==> config.mk <==
export PLATFORM = sky130hd
export DESIGN_NAME = ama_riscv_mem_arbiter
export DESIGN_NICKNAME = d
export VERILOG_FILES = /design/src/rtl/ama_riscv_mem_arbiter.sv
export SDC_FILE = /design/constraint.sdc
export NUM_CORES = 1
export LEC_CHECK = 0
export ABC_AREA = 1
export ABC_CLOCK_PERIOD_IN_PS = 1700
export BUFFER_PORTS_ARGS = -buffer_cell sky130_fd_sc_hd__clkbuf_2
export CAP_MARGIN = 20
export CORE_MARGIN = 2
export CORE_UTILIZATION = 35
export CTS_CLUSTER_SIZE = 30
export DETAILED_ROUTE_END_ITERATION = 6
export PLACE_DENSITY = 0.73
export SKIP_LAST_GASP = 1
export SLEW_MARGIN = 10
export SYNTH_ARGS = -nofsm -noshare
export SYNTH_HDL_FRONTEND = slang
export SYNTH_SLANG_ARGS = --single-unit
==> constraint.sdc <==
create_clock -name clk -period 1.7 [get_ports clk]
set_input_delay 0.17 -clock clk [delete_from_list [all_inputs] [get_ports clk]]
set_output_delay 0.17 -clock clk [all_outputs]
set_load 0.005 [all_outputs]
==> src/rtl/ama_riscv_mem_arbiter.sv <==
// Shares one memory port between instruction fetch (read-only) and the load/store stage.
// One transaction in flight at a time: arbitrate in IDLE, hold the request in ISSUE, route the response in WAIT.
module ama_riscv_mem_arbiter #(
    parameter int ADDR_W     = 32,
    parameter int DATA_W     = 32,
    parameter int STARVE_MAX = 4
) (
    input  logic                  clk,
    input  logic                  rst_n,
    // instruction fetch port
    input  logic                  if_req,
    input  logic [ADDR_W-1:0]     if_addr,
    input  logic                  if_flush,
    output logic                  if_gnt,
    output logic                  if_rsp_valid,
    output logic [DATA_W-1:0]     if_rdata,
    // load/store port
    input  logic                  d_req,
    input  logic [DATA_W/8-1:0]   d_we,
    input  logic [ADDR_W-1:0]     d_addr,
    input  logic [DATA_W-1:0]     d_wdata,
    output logic                  d_gnt,
    output logic                  d_rsp_valid,
    output logic [DATA_W-1:0]     d_rdata,
    // memory port
    output logic                  m_req_valid,
    input  logic                  m_req_ready,
    output logic [DATA_W/8-1:0]   m_we,
    output logic [ADDR_W-1:0]     m_addr,
    output logic [DATA_W-1:0]     m_wdata,
    input  logic                  m_rsp_valid,
    input  logic [DATA_W-1:0]     m_rdata
);

    localparam int BE_W = DATA_W / 8;
    localparam int SW   = 4;

    localparam logic [1:0] ST_IDLE  = 2'd0;
    localparam logic [1:0] ST_ISSUE = 2'd1;
    localparam logic [1:0] ST_WAIT  = 2'd2;

    logic [1:0]        state_q,    state_d;
    logic              owner_if_q, owner_if_d;
    logic              drop_q,     drop_d;
    logic [SW-1:0]     streak_q,   streak_d;
    logic [BE_W-1:0]   we_q,       we_d;
    logic [ADDR_W-1:0] addr_q,     addr_d;
    logic [DATA_W-1:0] wdata_q,    wdata_d;

    logic in_idle;
    logic starved;
    logic if_elig;
    logic pick_d;
    logic pick_if;
    logic gnt_d_c;
    logic gnt_if_c;
    logic rsp_done;
    logic drop_now;

    assign in_idle  = (state_q == ST_IDLE);
    assign starved  = (streak_q == SW'(STARVE_MAX));
    // A flush cancels the fetch stream, so IF may not be granted in that cycle.
    assign if_elig  = if_req && !if_flush;
    assign pick_d   = d_req && !(if_elig && starved);
    assign pick_if  = if_elig && !pick_d;

    // Outputs are gated by rst_n so nothing pulses while reset is held.
    assign gnt_d_c  = rst_n && in_idle && pick_d;
    assign gnt_if_c = rst_n && in_idle && pick_if;
    assign rsp_done = rst_n && (state_q == ST_WAIT) && m_rsp_valid;
    // A flush arriving with the response itself still discards it.
    assign drop_now = drop_q || if_flush;

    assign if_gnt       = gnt_if_c;
    assign d_gnt        = gnt_d_c;
    assign if_rsp_valid = rsp_done && owner_if_q && !drop_now;
    assign d_rsp_valid  = rsp_done && !owner_if_q;
    assign if_rdata     = m_rdata;
    assign d_rdata      = m_rdata;

    assign m_req_valid  = rst_n && (state_q == ST_ISSUE);
    assign m_we         = we_q;
    assign m_addr       = addr_q;
    assign m_wdata      = wdata_q;

    always_comb begin
        state_d    = state_q;
        owner_if_d = owner_if_q;
        drop_d     = drop_q;
        streak_d   = streak_q;
        we_d       = we_q;
        addr_d     = addr_q;
        wdata_d    = wdata_q;
        case (state_q)
            ST_IDLE: begin
                drop_d = 1'b0;
                if (gnt_if_c) begin
                    state_d    = ST_ISSUE;
                    owner_if_d = 1'b1;
                    addr_d     = if_addr;
                    we_d       = '0;
                    wdata_d    = '0;
                    streak_d   = '0;
                end else if (gnt_d_c) begin
                    state_d    = ST_ISSUE;
                    owner_if_d = 1'b0;
                    addr_d     = d_addr;
                    we_d       = d_we;
                    wdata_d    = d_wdata;
                    // Count data wins only while fetch is actually waiting.
                    if (!if_req)
                        streak_d = '0;
                    else if (!starved)
                        streak_d = streak_q + SW'(1);
                end
            end
            ST_ISSUE: begin
                if (owner_if_q && if_flush)
                    drop_d = 1'b1;
                if (m_req_ready)
                    state_d = ST_WAIT;
            end
            ST_WAIT: begin
                if (owner_if_q && if_flush)
                    drop_d = 1'b1;
                if (m_rsp_valid) begin
                    state_d = ST_IDLE;
                    drop_d  = 1'b0;
                end
            end
            default: state_d = ST_IDLE;
        endcase
    end

    always_ff @(posedge clk) begin
        if (!rst_n) begin
            state_q    <= ST_IDLE;
            owner_if_q <= 1'b0;
            drop_q     <= 1'b0;
            streak_q   <= '0;
            we_q       <= '0;
            addr_q     <= '0;
            wdata_q    <= '0;
        end else begin
            state_q    <= state_d;
            owner_if_q <= owner_if_d;
            drop_q     <= drop_d;
            streak_q   <= streak_d;
            we_q       <= we_d;
            addr_q     <= addr_d;
            wdata_q    <= wdata_d;
        end
    end

endmodule

==> results.md, run 1 <==
* Status: finished, final reports clean
* CP Data Required Time at 1940 ps
* Total count of hold-check failures in the final report at 0
* Power density of the placed cells at 1160 mW/mm²
* Power Internal at slightly above 4 mW
* Total negative slack at 0 ps
* Weighted congestion reported at the end of routability-driven placement at 0.782
* Unique masters post-synth at 28
* Clock share of power at roughly 24%
* Antenna diodes at 0
* Smallest setup slack after layout at 4.30 ps
* Met3 track utilization from global routing at under 10%
* Cell count after synthesis at 524
* Min Tclk post-route at 1700 ps
* Leading register cell type out of synthesis: dfxtp_1
* Setup Viol. Count Final at 0
* Maxcap violations at 0
* Aggregate global routing overflow at 0
* Final core utilization at between 40% and 50%
* Origin of the critical flop-to-flop path: streak_q[1]$_SDFFE_PN0P_
* Commonest non-fill, non-tap cell in the layout: clkbuf_2
* Die Width at 109 µm
* CTS sink cnt at 76
* Effective utilization at floorplan at a little over a third
* Crit end category: register
* Clock edge transition at the registers on the reported setup and hold paths at 90 ps
* Capture instance of the worst register-to-register path: m_wdata[16]$_SDFFE_PN0P_
* Fraction of final layout cells sized beyond drive strength 1 at between 40% and 50%
* Latest clock arrival within the worst-skew pair at 350 ps
* Switching power at 2.12 mW
* Min-Delay Path Depth at 3
* Grt peak-use layer: met2
* Die height at around 110 µm
* Min-delay worst type: input pin to register
* Setup repair after global routing missed its margin: true
* Slew Limit Headroom at between 60% and 70%
* Port Buffers at around 180
* Filler Cells Inserted at 1,101
* Fraction of registers with async set/reset at 0%
* Number of vias in the routed layout at between 3,000 and 4,000
* Maximum level of the CTS H-tree at 3
* Startpoint type of the worst setup path: register
* Sequential share of power at 38.8%
* Arrival time of the worst setup path at just under 2000 ps
* Synth-to-Final Area Change at 37.3%
* Synthesized Nets at 670
* Number of synthesized flops with an enable pin at 0
* Total detailed-routing wirelength at roughly 11,000 µm
* Pin count of the biggest net entering global routing at 65
* Clock buffers created by TritonCTS at 9
* GRT Resource Usage Total at roughly 17%
* Commonest non-fill, non-tap cells in the layout: clkbuf_2, dfxtp_1, nor2_1, o21ai_0
* Floorplan core area at about 0.011 mm²
* Via-to-Cell Ratio at around 4.6
* Flop and latch count out of synthesis at between 70 and 80
* Global-route track usage on met2 at between 30% and 40%
* Share of total power in combinational logic at 37.0%
* Number of cells traversed by the worst register-to-register path at 13
* First-pass GRT wire length at 15,400 µm
* Proportion of total power due to net switching at between 30% and 40%
* Class of the most critical setup path: register to register
* Setup Skew at between 10 and 15 ps
* Half-perimeter wire length of the detailed placement result at approximately 7600 µm
* Initial DRC Count at 110
* CTS root buf: clkbuf_8
* Layout net count at between 800 and 900
* Transition time of the tightest slew-check pin at 493 ps
* Fin Hold WS at 35.1 ps
* Routed wirelength normalized by instance count at around 14 µm
* Critical-path maximum fanout at 8
* Share of the clock period used by the worst path after layout at roughly 100%
* Number of antenna violations at the first check in global routing at 0
* Worst Min Path Start: d_wdata[31]
* Leakage power figure at about 2.7 nW
* Antenna-violating nets left at 0
* Hold-fix buffers at CTS at 0
* Clk buf depth at 2
* Num ports at 276
* Remaining design rule violation count at 0
* Final Max Tran Viols at 0
* Syn. warnings at 0
* Avg Cell Area, Syn at between 7 and 8 µm²
* Placement Rows at 38
* Endpoint, Worst Hold: m_wdata[31]$_SDFFE_PN0P_
* Post-synthesis cell area at 0.00384 mm²
* Setup slack, reg-to-reg at about 4.3 ps
* Worst IR Drop VDD at between 0.5 and 0.6 mV
* Placement-stage worst setup slack at -9.91 ps
* Clock tree from TritonCTS: done
* DIE AREA at between 0.01 and 0.015 mm²
* Drt first pass iters at 4
* Global-route track usage on met1 at a little under a fifth
* Sequential element share of the synthesized area at 39.6%
* Vias in the first global route at around 3,200
* Max Fclk at 590 MHz
-- critical path, cell delays in order (launching register included) --
cell	delay, ps
dfxtp_2	340
inv_2	60
ha_4	130
nand2_4	50
nor2_4	90
nand2_2	80
nand2_2	90
nand2_4	80
buf_8	160
nand2_8	120
inv_8	70
clkbuf_16	170
nor2_1	90
nor2_1	50
-- final cells by class --
class / instances / area (µm²) / area share, %
Sequential cell: 76 / 1530 / 28.9
Timing Repair Buffer: 218 / 1460 / 27.6
Multi-Input combinational cell: 306 / 1700 / 32.2
Tap cell: 140 / 175 / 3.32
Clock buffer: 9 / 124 / 2.35
Inverter: 52 / 205 / 3.89
Clock inverter: 7 / 87.6 / 1.66
-- cell usage after synthesis, types with 2 or more instances --
library cell | instances | area, µm²
a21oi_1 | 40 | 200
buf_2 | 10 | 50.1
buf_4 | 70 | 526
buf_6 | 5 | 56.3
clkbuf_1 | 7 | 26.3
dfxtp_1 | 76 | 1520
ha_1 | 7 | 87.6
inv_1 | 50 | 188
nand2_1 | 48 | 180
nand3_1 | 9 | 45.0
nand3_2 | 2 | 20.0
nand4_1 | 2 | 12.5
nor2_1 | 84 | 315
o21ai_0 | 89 | 445
o21ai_1 | 12 | 60.1
-- layer usage --
layer,vias to the layer above,routed length (µm)
met5,-,0
met4,0,76
met3,9,859
met2,159,6010
met1,1641,4320
li1,1891,-
-- through the flow --
stage,power (mW),instance area [µm²],instances
after detailed placement,4.07,4480,772
after global placement,4.05,4480,772
after CTS,5.77,4840,796
after floorplan,3.40,3840,524
final,6.14,5270,808
after global routing,6.58,5270,808
-- logic make-up after synthesis --
kind of cell | share of synthesized area, %
and+or+nand+nor | 16.9
AOI/OAI and AO/OA | 18.7
buffers and inverters | 22.3
adders and majority gates | 2.28
DFF | 39.6
xor gates and xnor gates | 0.228
-- power by group through the flow --
stage | clock (mW) | combinational (mW) | sequential, mW
finish | 1.48 | 2.28 | 2.38
global route | 1.62 | 2.52 | 2.44
CTS | 1.55 | 1.87 | 2.35
detailed placement | 0 | 1.69 | 2.37
global placement | 0 | 1.67 | 2.38
floorplan | 0 | 0.994 | 2.41
-- how the worst max path moves through the flow --
stage | from | endpoint | cells past startpoint
2_1_floorplan | streak_q[0]$_SDFFE_PN0P_ | m_wdata[10]$_SDFFE_PN0P_ | 12
6_report | streak_q[1]$_SDFFE_PN0P_ | m_wdata[16]$_SDFFE_PN0P_ | 13
3_3_place_gp | state_q[1]$_SDFFE_PN0P_ | m_addr[24]$_SDFFE_PN0P_ | 8
4_1_cts | streak_q[1]$_SDFFE_PN0P_ | m_wdata[3]$_SDFFE_PN0P_ | 13
5_1_grt | streak_q[1]$_SDFFE_PN0P_ | m_wdata[13]$_SDFFE_PN0P_ | 13
3_5_place_dp | state_q[1]$_SDFFE_PN0P_ | m_addr[24]$_SDFFE_PN0P_ | 8
-- flip-flops by register name, summed over array words and instances (netlist names) --
register and flops:
owner_if_q 1, m_we 4, state_q 2, m_wdata 32, m_addr 32, drop_q 1
streak_q 4
-- timing repair --
item,4_1_cts,5_1_grt
pin swaps,8,6
cloned,2,10
setup buffers,7,2
endpoints found under the setup margin,5,77
resized for setup,25,95
(Power assumes the default switching activity.)
==> run 2, diff against run 1 <==
--- a/config.mk
+++ b/config.mk
@@ -6,13 +6,13 @@
 export NUM_CORES = 1
 export LEC_CHECK = 0
 export ABC_AREA = 1
-export ABC_CLOCK_PERIOD_IN_PS = 1700
 export BUFFER_PORTS_ARGS = -buffer_cell sky130_fd_sc_hd__clkbuf_2
 export CAP_MARGIN = 20
 export CORE_MARGIN = 2
 export CORE_UTILIZATION = 35
 export CTS_CLUSTER_SIZE = 30
 export DETAILED_ROUTE_END_ITERATION = 6
+export MAX_ROUTING_LAYER = met4
 export PLACE_DENSITY = 0.73
 export SKIP_LAST_GASP = 1
 export SLEW_MARGIN = 10
==> run 2 against run 1 <==
The flow now finishes with violations (negative setup slack). Cell area is 0.71% higher. Total power is 0.59% higher. Fmax shrank 1.3%. Non-clock buffer count is the same. Clock power about the same. First-iteration DRC count increased by 46%. Critical path type unchanged.
==> results.md, run 2 (synthesis gave the netlist of run 1 again) <==
* Clock buffers created by TritonCTS at 9 (unchanged)
* CTS sink cnt at 76 (unchanged)
* Routed wirelength normalized by instance count at 14.0 µm (was 13.9 µm)
* Met3 track utilization from global routing at 4.72% (was 5.68%)
* Post-route total power at 6.18 mW (was 6.14 mW)
* CTS root buf: clkbuf_8 (unchanged)
* Clock tree from TritonCTS: done (unchanged)
* Origin of the critical flop-to-flop path: state_q[1]$_SDFFE_PN0P_ (was streak_q[1]$_SDFFE_PN0P_)
* GRT Resource Usage Total at 17.1% (was 16.6%)
* Antenna-violating nets left at 0 (unchanged)
* Max Fclk at 582 MHz (was 590 MHz)
* Drt first pass iters at 4 (unchanged)
* Weighted congestion reported at the end of routability-driven placement at 0.793 (was 0.782)
* Aggregate global routing overflow at 0 (unchanged)
* Min Tclk post-route at 1720 ps (was 1700 ps)
* Number of cells in the design after placement at 772 (unchanged)
* Design area at 0.00531 mm² (was 0.00527 mm²)
* Clk buf depth at 2 (unchanged)
* First-pass GRT wire length at 15,400 µm (about the same)
* Number of vias in the routed layout at 3,712 (was 3,700)
* Maximum level of the CTS H-tree at 3 (unchanged)
* Antenna diodes at 0 (unchanged)
* Total count of hold-check failures in the final report at 0 (unchanged)
* Final Max Tran Viols at 0 (unchanged)
* Maxcap violations at 0 (unchanged)
* Cell at the slowest stage of the critical path: dfxtp_2 (unchanged)
* Vias in the first global route at 3,184 (was 3,174)
* Top cell family by delay on the critical path: simple AND/OR/NAND/NOR gates (unchanged)
* Commonest non-fill, non-tap cells in the layout: clkbuf_2, dfxtp_1, o21ai_0, nor2_1 (was clkbuf_2, dfxtp_1, nor2_1, o21ai_0)
* Transition time of the tightest slew-check pin at 497 ps (was 493 ps)
* Setup repair after global routing missed its margin: true (unchanged)
* Fin cells at 808 (unchanged)
* Half-perimeter wire length of the detailed placement result at 7570 µm (unchanged)
* Initial DRC Count at 161 (was 110)
* Slew Limit Headroom at 66.9% (was 67.1%)
* Worst Min Path Start: d_wdata[31] (unchanged)
* Total negative slack at -36.7 ps (was 0 ps)
* Setup Skew at 13.7 ps (was 11.2 ps)
* Startpoint type of the worst setup path: register (unchanged)
* Via-to-Cell Ratio at 4.59 (was 4.58)
* Port Buffers at 179 (unchanged)
* Grt peak-use layer: met2 (unchanged)
* Status: finished with violations (was finished, final reports clean)
* Total detailed-routing wirelength at 11,300 µm (about the same)
* Setup Viol. Count Final at 6 (was 0)
* CP bufs+invs at 4 (unchanged)
* Remaining design rule violation count at 0 (unchanged)
* Effective utilization at floorplan at 35.6% (unchanged)
* Crit end category: register (unchanged)
* Instance area after placement at 0.00448 mm² (unchanged)
* Delay contributed by the slowest stage of the critical path at 330 ps (was 340 ps)
* Smallest setup slack after layout at -18.2 ps (was 4.30 ps)
* Number of antenna violations at the first check in global routing at 0 (unchanged)
* Hold-fix buffers at CTS at 0 (unchanged)
* Worst IR Drop VDD at 0.591 mV (was 0.592 mV)
* Latest clock arrival within the worst-skew pair at 360 ps (was 350 ps)
* Global-route track usage on met2 at 31.0% (was 30.9%)
* Violations in the final reports: negative setup slack
* CP Data Required Time at 1950 ps (was 1940 ps)
* Pin count of the biggest net entering global routing at 65 (unchanged)
* DIE AREA at 0.0118 mm² (unchanged)
* Die Width at 109 µm (unchanged)
* Share of the clock period used by the worst path after layout at 101% (was 99.7%)
* Critical-path maximum fanout at 8 (unchanged)
* Floorplan core area at 0.0108 mm² (unchanged)
* Placement Rows at 38 (unchanged)
* Synth-to-Final Area Change at 38.2% (was 37.3%)
* Min-delay worst type: input pin to register (unchanged)
* Power density of the placed cells at 1160 mW/mm² (about the same)
* Critical path, cell by cell: inv_2, ha_4, nand2_4, nor3_4, nand2_4, buf_8, nand2_8, inv_8, clkbuf_16, nor2_1, nor2_1 (was inv_2, ha_4, nand2_4, nor2_4, nand2_2, nand2_2, nand2_4, buf_8, nand2_8, inv_8, clkbuf_16, nor2_1, nor2_1)
* Worst setup startpoint: state_q[1]$_SDFFE_PN0P_ (was streak_q[1]$_SDFFE_PN0P_)
* Commonest non-fill, non-tap cell in the layout: clkbuf_2 (unchanged)
* Fraction of final layout cells sized beyond drive strength 1 at 46.0% (was 45.5%)
* Num ports at 276 (unchanged)
* Clock edge transition at the registers on the reported setup and hold paths at 100 ps (was 90 ps)
* Global-route track usage on met1 at 18.6% (was 18.1%)
* Arrival time of the worst setup path at 1960 ps (was 1940 ps)
* Class of the most critical setup path: register to register (unchanged)
* Layout net count at 809 (unchanged)
* Die height at 109 µm (unchanged)
* Leakage power figure at 2.76 nW (was 2.75 nW)
* Fin Hold WS at 28.9 ps (was 35.1 ps)
==> run 2: changes by cell type in the layout (fill, tap and decap cells not counted), sizes merged <==
cell | previous run | this run
buf | 32 | 31
clkbuf | 195 | 196
==> run 2: worst paths after layout <==
kind	end	slack [ps]	depth (start not counted)
max	m_wdata[16]$_SDFFE_PN0P_	-20	11
min	m_wdata[31]$_SDFFE_PN0P_	30	3
max reg2reg	m_wdata[16]$_SDFFE_PN0P_	-20	11
min reg2reg	m_wdata[9]$_SDFFE_PN0P_	500	2
==> run 2: per-stage QoR <==
| step | util [%] | setup WS, ps |
|---|---|---|
| 6_report | 49.2 | -18.2 |
| 5_1_grt | 49.2 | -104 |
| 4_1_cts | 44.9 | -19.2 |
| 3_5_place_dp | 41.5 | -9.91 |
| 3_3_place_gp | 41.5 | 28.9 |
| 2_1_floorplan | - | 109 |
==> run 2: area by class of cell <==
cell class | count | area (µm²)
fill | 1103 | 5480
multi-input combinational | 306 | 1720
sequential | 76 | 1530
timing repair buffer | 218 | 1470
inverter | 52 | 205
tap | 140 | 175
clock buffer | 9 | 124
clock inverter | 7 | 87.6
==> run 2: tightest hold or removal path, stage by stage <==
cell      delay, ps
clkbuf_2         70
nor2_1           30
nor2_1           80
==> run 2: where the power goes <==
part           total (mW)  leakage [nW]  switching [mW]  internal, mW
Combinational        2.31          2.02            1.14          1.17
Sequential           2.38         0.626           0.220          2.16
Clock                1.49         0.109           0.768         0.717
Total                6.18          2.76            2.13          4.05
==> run 2: repair_timing <==
action | 4_1_cts | 5_1_grt
setup endpoints to repair | 5 | 77
gates resized for setup | 25 | 92
cloned | 2 | 10
pin swaps | 8 | 6
setup buffers | 7 | 2
==> run 2: layer usage <==
layer  vias up  wire, µm
met5         -         0
met4         0        63
met3         9       818
met2       159      6050
met1      1657      4410
li1       1887         -
